File: config.mk
export PLATFORM = sky130hd
export DESIGN_NAME = clock_time_controller
export DESIGN_NICKNAME = d
export VERILOG_FILES = /design/src/rtl/clock_time_controller_pkg.sv /design/src/rtl/clock_time_controller_tick_prescaler.sv /design/src/rtl/clock_time_controller.sv
export SDC_FILE = /design/constraint.sdc
export NUM_CORES = 1
export LEC_CHECK = 0
export BUFFER_PORTS_ARGS = -buffer_cell sky130_fd_sc_hd__buf_4
export CAP_MARGIN = 0
export CORE_MARGIN = 2
export CORE_UTILIZATION = 35
export CTS_BUF_LIST = sky130_fd_sc_hd__clkbuf_16
export DETAILED_ROUTE_END_ITERATION = 10
export GPL_TIMING_DRIVEN = 0
export PLACE_DENSITY = 0.55
export SYNTH_ARGS = -nofsm -noshare
export SYNTH_HDL_FRONTEND = slang
export SYNTH_SLANG_ARGS = --single-unit
File: constraint.sdc
create_clock -name cmosClock -period 2.2 [get_ports cmosClock]
set_input_delay 0.11 -clock cmosClock [delete_from_list [all_inputs] [get_ports cmosClock]]
set_output_delay 0.11 -clock cmosClock [all_outputs]
set_load 0.02 [all_outputs]
File: src/rtl/clock_time_controller_pkg.sv
// Shared definitions for the clock time controller: mode encodings, field limits and widths.
// Latency: none (types, constants and a pure helper function only).
// Backpressure: not applicable.
package clock_time_controller_pkg;

    // Field widths of the time counters
    localparam int SEC_W  = 6;
    localparam int MIN_W  = 6;
    localparam int HOUR_W = 4;

    // Largest legal value of each field before it wraps to zero
    localparam logic [SEC_W-1:0]  SEC_MAX  = 6'd59;
    localparam logic [MIN_W-1:0]  MIN_MAX  = 6'd59;
    localparam logic [HOUR_W-1:0] HOUR_MAX = 4'd11;

    // User mode; the numeric values are visible on the mode output
    typedef enum logic [1:0] {
        MODE_RUN        = 2'd0,
        MODE_SET_HOUR   = 2'd1,
        MODE_SET_MINUTE = 2'd2
    } mode_t;

    // Modulo increment shared by all three fields (hours are zero-extended by the caller)
    function automatic logic [5:0] incWrap(input logic [5:0] val, input logic [5:0] maxVal);
        return (val == maxVal) ? 6'd0 : val + 6'd1;
    endfunction

endpackage

File: src/rtl/clock_time_controller_tick_prescaler.sv
// Prescaler: divides cmosClock by TICK_DIV and emits a one-cycle registered wrap pulse.
// Latency: wrap is registered on the edge where the count leaves TICK_DIV-1.
// Backpressure: none; enable low or clear high holds the count at 0 and suppresses wrap.
module tick_prescaler #(
    parameter int TICK_DIV = 100_000_000
) (
    input  logic cmosClock,
    input  logic reset,
    input  logic enable,
    input  logic clear,
    output logic wrap
);

    // A divide-by-one still needs a one-bit counter to stay legal
    localparam int CNT_W = (TICK_DIV > 1) ? $clog2(TICK_DIV) : 1;
    localparam logic [CNT_W-1:0] LAST = CNT_W'(TICK_DIV - 1);

    logic [CNT_W-1:0] count;

    // Count 0..TICK_DIV-1; wrap is flagged on the cycle the counter returns to zero
    always_ff @(posedge cmosClock) begin
        if (reset || clear || !enable) begin
            count <= '0;
            wrap  <= 1'b0;
        end else if (count == LAST) begin
            count <= '0;
            wrap  <= 1'b1;
        end else begin
            count <= count + 1'b1;
            wrap  <= 1'b0;
        end
    end

endmodule

File: src/rtl/clock_time_controller.sv
// Timekeeping controller: 1 Hz scheduler driving cascaded sec/min/hour counters plus a set-time FSM.
// Latency: button level to field/mode update is two edges; prescaler wrap to count/tick is one edge.
// Backpressure: none; all outputs are registered and the consumers must accept every tick.
module clock_time_controller
    import clock_time_controller_pkg::*;
#(
    parameter int TICK_DIV = 100_000_000
) (
    input  logic              cmosClock,
    input  logic              reset,
    input  logic              btnMode,
    input  logic              btnInc,
    output logic [SEC_W-1:0]  seconds,
    output logic [MIN_W-1:0]  minutes,
    output logic [HOUR_W-1:0] hours,
    output logic              secondTick,
    output logic              minuteTick,
    output logic              hourTick,
    output logic [1:0]        mode
);

    mode_t modeState;

    logic modeLvl;
    logic modePrev;
    logic incLvl;
    logic incPrev;
    logic lvlValid;
    logic prevValid;

    logic modeEdge;
    logic incEdge;

    logic psEnable;
    logic psClear;
    logic psWrap;

    // Register each button level once and keep one cycle of history. The valid
    // pair marks when the history holds a real sample rather than the reset
    // value, so a button held through reset release does not look like a press.
    always_ff @(posedge cmosClock) begin
        if (reset) begin
            modeLvl   <= 1'b0;
            modePrev  <= 1'b0;
            incLvl    <= 1'b0;
            incPrev   <= 1'b0;
            lvlValid  <= 1'b0;
            prevValid <= 1'b0;
        end else begin
            modeLvl   <= btnMode;
            modePrev  <= modeLvl;
            incLvl    <= btnInc;
            incPrev   <= incLvl;
            lvlValid  <= 1'b1;
            prevValid <= lvlValid;
        end
    end

    assign modeEdge = modeLvl & ~modePrev & prevValid;
    assign incEdge  = incLvl & ~incPrev & prevValid;

    // The prescaler runs in RUN (and free-runs harmlessly in SET_MINUTE, where
    // its wraps are ignored). A mode edge out of RUN drops the partial count;
    // leaving SET_MINUTE clears it so time restarts on a whole minute.
    always_comb begin
        psEnable = 1'b0;
        case (modeState)
            MODE_RUN:        psEnable = ~modeEdge;
            MODE_SET_HOUR:   psEnable = 1'b0;
            MODE_SET_MINUTE: psEnable = 1'b1;
            default:         psEnable = 1'b0;
        endcase
    end

    assign psClear = modeEdge && (modeState == MODE_SET_MINUTE);

    tick_prescaler #(
        .TICK_DIV (TICK_DIV)
    ) uPrescaler (
        .cmosClock (cmosClock),
        .reset     (reset),
        .enable    (psEnable),
        .clear     (psClear),
        .wrap      (psWrap)
    );

    // Mode FSM with the cascaded field counters and tick pulses. A mode edge
    // always takes priority over a coincident increment or prescaler wrap.
    always_ff @(posedge cmosClock) begin
        if (reset) begin
            modeState  <= MODE_RUN;
            seconds    <= '0;
            minutes    <= '0;
            hours      <= '0;
            secondTick <= 1'b0;
            minuteTick <= 1'b0;
            hourTick   <= 1'b0;
        end else begin
            secondTick <= 1'b0;
            minuteTick <= 1'b0;
            hourTick   <= 1'b0;
            case (modeState)
                MODE_RUN: begin
                    if (modeEdge) begin
                        modeState <= MODE_SET_HOUR;
                    end else if (psWrap) begin
                        seconds    <= incWrap(seconds, SEC_MAX);
                        secondTick <= 1'b1;
                        if (seconds == SEC_MAX) begin
                            minutes    <= incWrap(minutes, MIN_MAX);
                            minuteTick <= 1'b1;
                            if (minutes == MIN_MAX) begin
                                hours    <= HOUR_W'(incWrap({2'b00, hours}, {2'b00, HOUR_MAX}));
                                hourTick <= 1'b1;
                            end
                        end
                    end
                end
                MODE_SET_HOUR: begin
                    if (modeEdge) begin
                        modeState <= MODE_SET_MINUTE;
                    end else if (incEdge) begin
                        hours    <= HOUR_W'(incWrap({2'b00, hours}, {2'b00, HOUR_MAX}));
                        hourTick <= 1'b1;
                    end
                end
                MODE_SET_MINUTE: begin
                    if (modeEdge) begin
                        modeState <= MODE_RUN;
                        seconds   <= '0;
                    end else if (incEdge) begin
                        minutes    <= incWrap(minutes, MIN_MAX);
                        minuteTick <= 1'b1;
                    end
                end
                default: begin
                    modeState <= MODE_RUN;
                end
            endcase
        end
    end

    assign mode = modeState;

endmodule

==> results.cfg <==
[final_layout]
drive_gt1_share_pct = 14.52
antenna_cells = 0
syn2layout_area_growth_pct = 18.17
multi_input_area_sq_mm = 0.001311
fin_cells = 406
layout.nets = 318
utilization_pct = 42.76
final-seq-area_sq_mm = 0.001101
n_fill_cell = 686

[sta]
tightest_slew_ns = 0.9593
finalCritPeriodShare_pct = 90.05
finalSetupTns_ns = 0
setup_viol = 0
period_needed_ns = 1.981
fin_ws_ns = 0.2189
clock_skew_ns = 0.004658
slew_headroom_pct = 35.56
rsz0062_at_grt = no
max_freq_mhz = 504.8
hold_viol = 0
drv_slew = 0

[synth]
ys_ff_latch = 55
synthCells = 279
yosysWarnings = 0
synth_top_area_cell = dfxtp_1
synthTopCellsByArea = dfxtp_1 45%, xor2_1 7.1%, nor2_1 6.6%
async_flop_share_pct = 0
synth.most_common_cell = dfxtp_1
syn_nets = 287
synthFlopType = dfxtp_1
synth_cell_types = 47
syn_avg_cell_area_sq_um = 8.812
ys_seq_area_share_pct = 44.78
synth_top_area_share_pct = 44.78
syn-cell-area_sq_mm = 0.002459
synth-edff-count = 0
synth_commonest_cells = 55 x dfxtp_1, 43 x nor2_1, 24 x nand2_1

[detailed_routing]
dr.pass1.iters = 4
viasPerCell = 4.919
num_vias = 1997
antenna_left = 0
routed_wl_um = 4859
drt_iter0_drc = 59
drc = 0
routedWlPerCell_um = 11.97

[grt]
grt_pass1_vias = 1777
grt_pass1_wl_um = 8135
antenna_found_initial = 0
grt-ovfl-total = 0
grt_max_degree = 16
grtUsageTotal_pct = 13.34

[place]
gp_congestion = 0.7734
io_buffers = 24
hpwl_um = 3450
dpl.cell_count = 399
placement.setup.worst_slack_ns = 0.08558

[clock_network]
cts_buffers = 5
worstSkewPairLatency_ns = 0.28
cts.sinks = 55
root_buffer = clkbuf_16
cts_setup_buffers = 0
tritoncts = done
cts.clk_slew.worst_paths_ns = 0.07
h-tree-depth = 2
cts_hold_buffers = 0
post_cts_resized = 0
clock_path_buffers = 2

[setup_path]
crit_path_end_kind = flop
worstPathArrival_ns = 2.20
critPathKind = flop to flop
startpoint_type = flop
crit_required_ns = 2.42
crit_fanout = 5

[job]
maxCapViolations = 0

[floorplanning]
io-pin-count = 25
num_rows = 30
start_util_pct = 36.19
fp.dieArea_sq_mm = 0.007711
core_area_sq_mm = 0.006794
fp.dieW_um = 87.81
dieHeight_um = 87.81

[power]
powerDensity_mw_per_mm2 = 624.6
p_leak_nw = 1.076
finalPower_mw = 1.815
peakVddDrop_mv = 0.3375

[hold_path]
min_path_type = primary input to flop

[status]
status = finished clean
[area by class of cell]
type / count / area share (%)
plain buffers: 6 / 1.120
clock buffers: 5 / 4.307
clock inverters: 2 / 0.3015
inverters: 7 / 0.9044
multi-input cells: 211 / 45.13
flip-flops and latches: 55 / 37.90
well taps: 96 / 4.134
repair buffers: 24 / 6.202
[state kept, by name (all words and copies together), names as in the netlist, 2 cells and up]
register / count
hours: 4
minutes: 6
seconds: 6
uPrescaler.count: 27
mode: 2
[per-stage QoR]
step	instance area [sq um]	hold WS, ns
2_1_floorplan	2459	0.2278
3_3_place_gp	2759	0.3315
3_5_place_dp	2759	0.3338
4_1_cts	2893	0.03500
5_1_grt	2905	0.04580
6_report	2905	0.04043
[path summary, 6_finish.rpt]
| kind | startpoint | to | slack (ns) | cells past startpoint |
|---|---|---|---|---|
| hold reg to reg | lvlValid | prevValid | 0.44 | 1 |
| setup / recovery | seconds[0] | hours[0] | 0.22 | 6 |
| setup reg to reg | seconds[0] | hours[0] | 0.22 | 6 |
| hold / removal | btnInc | incLvl | 0.04 | 2 |
[report_power, final]
group / internal, mW / switching [mW]
clock: 0.410 / 0.330
sequential: 1.01 / 0.00853
combinational: 0.0228 / 0.0370
[critical path, cell delays in order, from the launching register on]
cell	delay [ns]
dfxtp_1	0.38
ha_1	0.21
nand4_1	0.11
nor2_1	0.33
a41oi_1	0.37
a311o_1	0.41
a21oi_1	0.11
[cells by family (layout without fill, tap and decap cells)]
logic type,after synthesis,after routing,share of synthesized area (%)
adders and majority gates,4,4,2.036
AOI/OAI and AO/OA,30,30,8.295
DFF,55,55,44.78
buffers and inverters,13,44,2.392
muxes,4,4,1.679
and+or+nand+nor,146,146,31.20
xor gates and xnor gates,27,27,9.618
[layer usage]
layer  global-route usage, %  vias to the layer above  share of wire, %
met3                   3.110                        2               3.0
met2                   21.35                       26                46
met4                   5.874                        0              0.93
met1                   17.16                      922                50
met5                       0                        -                 0
li1                        -                     1047                 -
[cell usage in the layout (no fill, tap or decap), types with 2 or more instances in the layout]
master / count
a21oi_1: 9
a31oi_1: 5
and3_1: 5
buf_2: 2
buf_4: 24
clkbuf_1: 3
clkbuf_16: 5
dfxtp_1: 55
ha_1: 4
inv_1: 7
mux2i_1: 3
nand2_1: 24
nand2b_1: 4
nand3_1: 14
nand4_1: 15
nor2_1: 43
nor2b_1: 10
nor3_1: 10
nor4b_1: 3
o211ai_1: 3
o21ai_0: 3
o41ai_1: 2
or3_2: 2
or4_1: 2
xnor2_1: 7
xor2_1: 20
(Power assumes the default switching activity.)
